--- config.mk ---
export PLATFORM = sky130hd
export DESIGN_NAME = hazard_unit_sb
export DESIGN_NICKNAME = d
export VERILOG_FILES = /design/src/rtl/hazard_pkg.sv /design/src/rtl/hazard_scoreboard.sv /design/src/rtl/hazard_unit_sb.sv
export SDC_FILE = /design/constraint.sdc
export NUM_CORES = 1
export LEC_CHECK = 0
export CAP_MARGIN = 40
export CORE_MARGIN = 5
export CORE_UTILIZATION = 44
export CTS_CLUSTER_DIAMETER = 40
export DETAILED_ROUTE_END_ITERATION = 8
export GPL_TIMING_DRIVEN = 0
export PLACE_DENSITY_LB_ADDON = 0.05
export SLEW_MARGIN = 15
export SYNTH_ARGS = -nofsm -noshare
export SYNTH_HDL_FRONTEND = slang
export SYNTH_SLANG_ARGS = --single-unit
--- constraint.sdc ---
create_clock -name clk -period 2.7 [get_ports clk]
set_clock_uncertainty 0.1 [all_clocks]
set_input_delay 0.27 -clock clk [delete_from_list [all_inputs] [get_ports clk]]
set_output_delay 0.27 -clock clk [all_outputs]
set_load 0.1 [all_outputs]
--- src/rtl/hazard_pkg.sv ---
// Shared encodings for the pipeline hazard unit: result sources, forward selects, PC source.
package hazard_pkg;

  typedef enum logic [1:0] {
    RES_ALU     = 2'b00,
    RES_LOAD    = 2'b01,
    RES_IMMPLUS = 2'b10
  } result_src_e;

  typedef enum logic [1:0] {
    FWD_RD   = 2'b00,
    FWD_WB   = 2'b01,
    FWD_MIMM = 2'b10,
    FWD_MALU = 2'b11
  } fwd_sel_e;

  localparam logic [1:0] PCSRC_PLUS4 = 2'b00;

endpackage

--- src/rtl/hazard_scoreboard.sv ---
// Register scoreboard for long-latency ops: per-register busy bits, an
// outstanding-op counter and a sticky error for completions that match nothing.
module hazard_scoreboard #(
  parameter int REG_AW          = 5,
  parameter int MAX_OUTSTANDING = 4,
  localparam int CW             = $clog2(MAX_OUTSTANDING + 1)
) (
  input  logic              clk,
  input  logic              rst,
  input  logic              set,
  input  logic [REG_AW-1:0] set_rd,
  input  logic              clr,
  input  logic [REG_AW-1:0] clr_rd,
  input  logic [REG_AW-1:0] rd_rs1,
  input  logic [REG_AW-1:0] rd_rs2,
  input  logic [REG_AW-1:0] rd_rd,
  output logic              busy_rs1,
  output logic              busy_rs2,
  output logic              busy_rd,
  output logic [CW-1:0]     busy_count,
  output logic              error
);

  localparam int NREG = 2 ** REG_AW;

  logic [NREG-1:0] busy;
  logic            set_hit;
  logic            clr_hit;
  logic            clr_miss;

  // Qualify set/clear requests; x0 is never tracked and stray completions are errors.
  always_comb begin
    set_hit  = set & (set_rd != '0);
    clr_hit  = clr & (clr_rd != '0) & busy[clr_rd];
    clr_miss = clr & ~clr_hit;
  end

  // Read ports reflect the registered busy state only; completions land at the edge.
  always_comb begin
    busy_rs1 = busy[rd_rs1];
    busy_rs2 = busy[rd_rs2];
    busy_rd  = busy[rd_rd];
  end

  // Busy/count/error state; the set is applied after the clear so it wins on the same index.
  always_ff @(posedge clk or posedge rst) begin
    if (rst) begin
      busy       <= '0;
      busy_count <= '0;
      error      <= 1'b0;
    end else begin
      if (clr_hit) busy[clr_rd] <= 1'b0;
      if (set_hit) busy[set_rd] <= 1'b1;
      busy_count <= busy_count + CW'(set_hit) - CW'(clr_hit);
      if (clr_miss) error <= 1'b1;
    end
  end

endmodule

--- src/rtl/hazard_unit_sb.sv ---
// Pipeline hazard unit for the 5-stage core: operand forwarding, load-use and
// long-latency stalls, branch flushes, with a scoreboard for out-of-order long ops.
module hazard_unit_sb
  import hazard_pkg::*;
#(
  parameter int REG_AW          = 5,
  parameter int MAX_OUTSTANDING = 4,
  localparam int CW             = $clog2(MAX_OUTSTANDING + 1)
) (
  input  logic              clk,
  input  logic              rst,
  input  logic [REG_AW-1:0] Di_rs1,
  input  logic [REG_AW-1:0] Di_rs2,
  input  logic [REG_AW-1:0] Di_rd,
  input  logic              Di_regWrite,
  input  logic              Di_longOp,
  input  logic [REG_AW-1:0] Ei_rs1,
  input  logic [REG_AW-1:0] Ei_rs2,
  input  logic [REG_AW-1:0] Ei_rd,
  input  logic [1:0]        Ei_resultSrc,
  input  logic              Ei_regWrite,
  input  logic              Ei_longOp,
  input  logic [1:0]        Ei_PCSrc,
  input  logic [REG_AW-1:0] Mi_rd,
  input  logic [1:0]        Mi_resultSrc,
  input  logic              Mi_regWrite,
  input  logic [REG_AW-1:0] Wi_rd,
  input  logic              Wi_regWrite,
  input  logic              Li_done,
  input  logic [REG_AW-1:0] Li_rd,
  output logic [1:0]        Eo_forwardIn1Src,
  output logic [1:0]        Eo_forwardIn2Src,
  output logic              Fo_stall,
  output logic              Do_stall,
  output logic              Do_flush,
  output logic              Eo_flush,
  output logic [CW-1:0]     o_busyCount,
  output logic              o_sbError
);

  logic          busy_rs1;
  logic          busy_rs2;
  logic          busy_rd;
  logic          sb_set;
  logic          load_use;
  logic          long_raw;
  logic          long_waw;
  logic          full;
  logic          any_stall;
  logic          branch;
  logic [CW:0]   occupancy;

  // Priority: M ALU, M immPlus, then W; an M load match falls through to W.
  function automatic fwd_sel_e fwd_sel(
    input logic [REG_AW-1:0] rs,
    input logic [REG_AW-1:0] m_rd,
    input logic [1:0]        m_src,
    input logic              m_we,
    input logic [REG_AW-1:0] w_rd,
    input logic              w_we
  );
    if (rs == '0)                                  return FWD_RD;
    if (m_we && (rs == m_rd) && (m_src == RES_ALU))     return FWD_MALU;
    if (m_we && (rs == m_rd) && (m_src == RES_IMMPLUS)) return FWD_MIMM;
    if (w_we && (rs == w_rd))                      return FWD_WB;
    return FWD_RD;
  endfunction

  assign sb_set = Ei_longOp & Ei_regWrite & (Ei_rd != '0);

  hazard_scoreboard #(
    .REG_AW          (REG_AW),
    .MAX_OUTSTANDING (MAX_OUTSTANDING)
  ) u_scoreboard (
    .clk        (clk),
    .rst        (rst),
    .set        (sb_set),
    .set_rd     (Ei_rd),
    .clr        (Li_done),
    .clr_rd     (Li_rd),
    .rd_rs1     (Di_rs1),
    .rd_rs2     (Di_rs2),
    .rd_rd      (Di_rd),
    .busy_rs1   (busy_rs1),
    .busy_rs2   (busy_rs2),
    .busy_rd    (busy_rd),
    .busy_count (o_busyCount),
    .error      (o_sbError)
  );

  // E-stage operand forward selects.
  always_comb begin
    Eo_forwardIn1Src = fwd_sel(Ei_rs1, Mi_rd, Mi_resultSrc, Mi_regWrite, Wi_rd, Wi_regWrite);
    Eo_forwardIn2Src = fwd_sel(Ei_rs2, Mi_rd, Mi_resultSrc, Mi_regWrite, Wi_rd, Wi_regWrite);
  end

  // Stall sources: load-use, long-op RAW/WAW (including the op issuing from E now), capacity.
  always_comb begin
    load_use  = (Ei_resultSrc == RES_LOAD) & Ei_regWrite & (Ei_rd != '0) &
                ((Ei_rd == Di_rs1) | (Ei_rd == Di_rs2));
    long_raw  = (busy_rs1 & (Di_rs1 != '0)) | (busy_rs2 & (Di_rs2 != '0)) |
                (Ei_longOp & (Ei_rd != '0) & ((Ei_rd == Di_rs1) | (Ei_rd == Di_rs2)));
    long_waw  = Di_regWrite & (Di_rd != '0) & (busy_rd | (Ei_longOp & (Ei_rd == Di_rd)));
    occupancy = {1'b0, o_busyCount} + {{CW{1'b0}}, Ei_longOp};
    full      = Di_longOp & (occupancy >= (CW+1)'(MAX_OUTSTANDING));
    any_stall = load_use | long_raw | long_waw | full;
  end

  // A redirect kills the stalled D instruction, so it overrides the hold.
  always_comb begin
    branch   = (Ei_PCSrc != PCSRC_PLUS4);
    Fo_stall = any_stall & ~branch;
    Do_stall = any_stall & ~branch;
    Do_flush = branch;
    Eo_flush = branch | any_stall;
  end

endmodule

Word-level counts from Yosys, hierarchy flattened:

Cells that the tools add are included.

* output and inout bits: 12
* input bits: 60
* word-level logic and storage cells: 123
* register bits after elaboration: 36

* $add $sub $neg: 3
* magnitude comparators: 8
* bitwise gates (word level): 31
* mux-type cells: 50
* reductions and logical operators: 19
* equal/unequal tests: 9

Operators with widths (count)
* $mux 32: 2
* $eq 5x5->1: 7
* $and 32x32->32: 1
* $mux 2: 16
* $not 32->32: 1
* $or 32x32->32: 1
* $lt 5x6->1 const B: 5
* $mux 1: 26
* $reduce_bool 5->1: 5
* $bmux 1 s5: 4
* $and 1x1->1: 18
* $demux 1 s5: 2
* $ge 5x1->1 const B: 2
* $logic_and 1x1->1: 10
* $logic_not 5->1: 2
* $or 1x1->1: 8
* $add 3x1->4: 1
* $ge 4x3->1 const B: 1
* $add 3x1->3: 1
* $sub 3x1->3: 1
* $eq 2x1->1 const B: 1
* $eq 2x2->1 const B: 1
* $logic_not 2->1: 1
* $not 1->1: 2
* $reduce_bool 2->1: 1

Logic depth before layout (Yosys ltp):

* word-level depth: 14
* gate-level depth with buffers: 11
* gate-level depth less buffers: 10

Modules after synthesis:

Synthesis repeated with hierarchy kept, for this count alone.

* cells, all modules: 364
* area total of the unflattened synthesis: 3450.8 um2

By module, submodules not included
* hazard_scoreboard: area each 2857.7 um2, times used 1, seq. area each 900.9 um2, cells an instance 278
* hazard_unit_sb: area each 593.1 um2, times used 1, seq. area each 0.0 um2, cells an instance 86

Worst setup path after synthesis:

No wires, ideal clock.

* kind: register to output
* start point: register u_scoreboard.busy_count[1]
* end point: output port Fo_stall
* data arrival time: 3.804 ns
* stages on the path, launching flop included: 9
* path buffers: 1
* slack: -1.474 ns
* data required time: 2.330 ns
* path through: dfrtp_1 ha_1 nor2_1 o21bai_1 o311ai_0 o311ai_0 a211oi_1 a21oi_1 buf_4

* word-level cells in the longest chain between the ends: 5

RTL lines
* from (decl): line hazard_scoreboard.sv:20 `output logic [CW-1:0] busy_count,`
* from (signal assigned): line hazard_scoreboard.sv:54 `busy_count <= busy_count + CW'(set_hit) - CW'(clr_hit);`
* $add 3x1->4: line hazard_unit_sb.sv:104 `occupancy = {1'b0, o_busyCount} + {{CW{1'b0}}, Ei_longOp};`
* $ge 4x3->1: line hazard_unit_sb.sv:105 `full = Di_longOp & (occupancy >= (CW+1)'(MAX_OUTSTANDING));`
* $and 1x1->1: line hazard_unit_sb.sv:105
* $or 1x1->1: line hazard_unit_sb.sv:106 `any_stall = load_use | long_raw | long_waw | full;`
* $and 1x1->1
* to (decl): line hazard_unit_sb.sv:33 `output logic Fo_stall,`

Every way passes these cells.

Final worst setup path:

* start point: register u_scoreboard.busy[27]
* end point: output port Do_stall

* word-level cells in the longest chain between the ends: 9
* elaborated cells on any way between the ends: 16
* those cells by class: 6 x mux; 10 x bitwise

RTL lines
* from (decl): line hazard_scoreboard.sv:26 `logic [NREG-1:0] busy;`
* from (signal assigned): line hazard_scoreboard.sv:48 `busy <= '0;`
* from (signal, indexed assignment): line hazard_scoreboard.sv:52 `if (clr_hit) busy[clr_rd] <= 1'b0;`
* from (signal, indexed assignment): line hazard_scoreboard.sv:53 `if (set_hit) busy[set_rd] <= 1'b1;`
* $bmux 1 s5 (on tied branches): line hazard_scoreboard.sv:40, hazard_scoreboard.sv:41
* $mux 1 (on tied branches): line hazard_scoreboard.sv:40, hazard_scoreboard.sv:41
* $and 1x1->1: line hazard_unit_sb.sv:101 `long_raw = (busy_rs1 & (Di_rs1 != '0)) | (busy_rs2 & (Di_rs2 != '0)) |`
* $or 1x1->1 (2 in a row): line hazard_unit_sb.sv:101
* $or 1x1->1: line hazard_unit_sb.sv:106
* $or 1x1->1 * (2 in a row): line hazard_unit_sb.sv:106
* $and 1x1->1 *: line hazard_unit_sb.sv:113 `Do_stall = any_stall & ~branch;`
* to (decl): line hazard_unit_sb.sv:34 `output logic Do_stall,`

Mark *: on every way between the ends. The rest lies on a longest branch, timed or not. The select of a mux whose other input is x is not followed.

==> impl_results.md <==
- DRT Pass-1 Iters: 5
- Largest net degree at the start of global routing: 37
- Mean Syn Cell Area: 10.4 µm²
- Cells after Synth: 329
- Clk pwr share: 15.0%
- Critical Path AT: 2.47 ns
- WL final: 11000 µm
- Period utilization: 105%
- Commonest non-fill, non-tap cell in the layout: clkdlybuf4s50_1
- Final Slew Violations: 0
- Final setup TNS: -0.506 ns
- Final Setup Violations: 5
- Clk slew on worst S/H paths: 0.07 ns
- Die Y: 98.0 µm
- Crit-path cells: mux4_2 > and3_1 > a31oi_1 > o221ai_2 > a211oi_2 > buf_4 > a21oi_4 > buf_6 > buf_12
- Non-Filler Instances: 524
- Final instance area: 4690 µm²
- WS Path Type: reg2out
- Post-synth EDFFs: 0
- Violated checks: negative setup slack
- Layout fillers: 655
- Sequential power share: 33.2%
- Final hold vios: 0
- Sw Ratio: 40.9%
- CP Capture Type: primary output
- Vias in the first global route: 3155
- Clk sinks: 36
- Routed Antenna Nets: 0
- CTS tree: built
- Initial antenna violation count: 0
- Worst IR drop on VDD: 0.271 mV
- WL/cell: 21.0 µm
- Synth Register Bits: 36
- Prevailing post-synth register cell: dfrtp_1
- CP required: 2.33 ns
- # nets final: 485
- Most frequent cells in the layout: 50 x clkdlybuf4s50_1, 44 x o21ai_0, 33 x dfrtp_1
- DRC Markers: 0
- Hold WS: 0.328 ns
- Area Overhead vs Synth: 37.6%
- Initial core utilization: 44.6%
- # port buffers: 64
- CP Launch Type: register
- CTS root buffer: clkbuf_8
- Cell-internal power: 1.50 mW
- Ports: 72
- WP buf/inv: 3
- Worst-Skew Late Latency: 0.30 ns
- Min Tclk post-route: 2.84 ns
- MaxCap Viol Count: 0
- Core ar.: 7650 µm²
- Antenna fix cells: 0
- Vias: 3150
- Worst min-delay path category: in2async
- Via density: 6.01
- Yosys cell types: 58
- Slew HR: 48.7%
- Tightest Pin Transition: 0.769 ns
- CTS Buf Count: 5
- Die width: 98.0 µm
- Post-DP Area: 4450 µm²
- Place WS: -0.966 ns
- Post-DP HPWL: 8280 µm
- Synth Warn #: 0
- Row cnt: 32
- Slowest-stage cell, CP: mux4_2
- Status: complete, but fails checks
- F_max: 353 MHz
- Area share of the largest cell type after synthesis: 26.4%
- Setup ws final: -0.135 ns
- Crit-path max cell delay: 0.47 ns
- Critical path's top delay family: compound AO/OA/AOI/OAI gates
- Synth area leaders: dfrtp_1 26%, mux4_2 13%, xor2_1 8.0%
- Cell Area, Synth: 3410 µm²
- Leak: 1.85 nW
- Ys async rst share: 100%
- GRT overflow: 0
- Synthesized Nets: 393
- Comb power frac: 51.8%
- Clk buf depth: 2
- PD cells: 540 nW/µm²
- Max H-tree Level: 2
- Switching power: 1.04 mW
- First-pass GRT wire length: 17300 µm
- Inst Count DP: 507
- Layout cells sized above 1: 29.4%
- Placer Congestion: 0.942
- Worst-path maximum fanout: 5
- Sequential area share after synthesis: 26.4%
- Global Route Usage Sum: 22.8%
- Largest area contributor in the netlist: dfrtp_1
- RSZ-0062 raised after global routing: yes
- Area of the die: 9610 µm²
- DRT iter0 DRCs: 234
==> metal layers <==
metal	GRT usage [%]	share of wire (%)	up-vias
met5	0	0	-
met4	7.77	1.3	0
met3	5.29	7.4	14
met2	36.3	50	147
met1	30.7	41	1547
li1	-	-	1442
==> power by group through the flow <==
stage	sequential, mW	combinational [mW]	clock [mW]
after detailed placement	0.862	1.20	0
after global routing	0.858	1.40	0.403
final	0.843	1.31	0.380
after CTS	0.848	1.24	0.390
after floorplan	0.963	0.647	0
after global placement	0.855	1.09	0
==> metrics by stage <==
step,util (%),total power [mW]
2_1_floorplan,-,1.61
3_3_place_gp,55.7,1.94
3_5_place_dp,58.2,2.06
4_1_cts,60.3,2.48
5_1_grt,61.4,2.66
6_report,61.4,2.54
==> final cells by class <==
cell class,count,area (µm²),share of cell area [%]
sequential,36,910,19.4
buffer,21,220,4.69
tap,102,128,2.72
timing repair buffer,85,915,19.5
clock buffer,7,76.3,1.63
clock inverter,1,5.00,0.107
inverter,8,30.0,0.640
multi-input combinational,264,2410,51.4
==> sequential cells by signal (all words and copies together) (netlist names) <==
| register | flops |
|---|---|
| u_scoreboard.busy | 32 |
| u_scoreboard.busy_count | 3 |
| u_scoreboard.error | 1 |
==> final timing paths <==
check                                 startpoint                          to  slack (ns)  cells past startpoint
setup / recovery           u_scoreboard.busy[27]                    Do_stall       -0.14                      9
hold / removal                               rst       u_scoreboard.busy[23]        0.33                      2
setup reg to reg           u_scoreboard.busy[31]  u_scoreboard.busy_count[1]       -0.10                     11
hold reg to reg               u_scoreboard.error          u_scoreboard.error        0.39                      1
max in group asynchronous                    rst  u_scoreboard.busy_count[2]        1.60                      2
min in group clk              u_scoreboard.error          u_scoreboard.error        0.39                      1
==> cell families after synthesis <==
| kind of cell | synth area share [%] |
|---|---|
| multiplexers | 22.6 |
| buffers and inverters | 5.98 |
| AO/OA/AOI/OAI | 18.1 |
| XOR/XNOR | 9.24 |
| adder cells (fa/ha/maj) | 1.69 |
| AND/OR/NAND/NOR | 16.0 |
| flip-flops | 26.4 |
==> Yosys cell counts (all sizes together) (5+ instances only) <==
master  number
o21ai       64
clkbuf       9
a21oi        7
nand3b      11
nand2       13
inv          8
or4          5
dfrtp       36
mux4        26
mux2i       14
nor2        15
xor2        31
buf         12
nor4         5
nand3        7
xnor2        5
==> repair_timing <==
item / 4_1_cts / 5_1_grt
gates resized for setup: 25 / 13
hold buffers: 0 / 0
buffers inserted: 9 / 5
pin swaps: 9 / 8
endpoints found under the setup margin: 8 / 7
No activity file was read; power rests on OpenSTA's default activity.
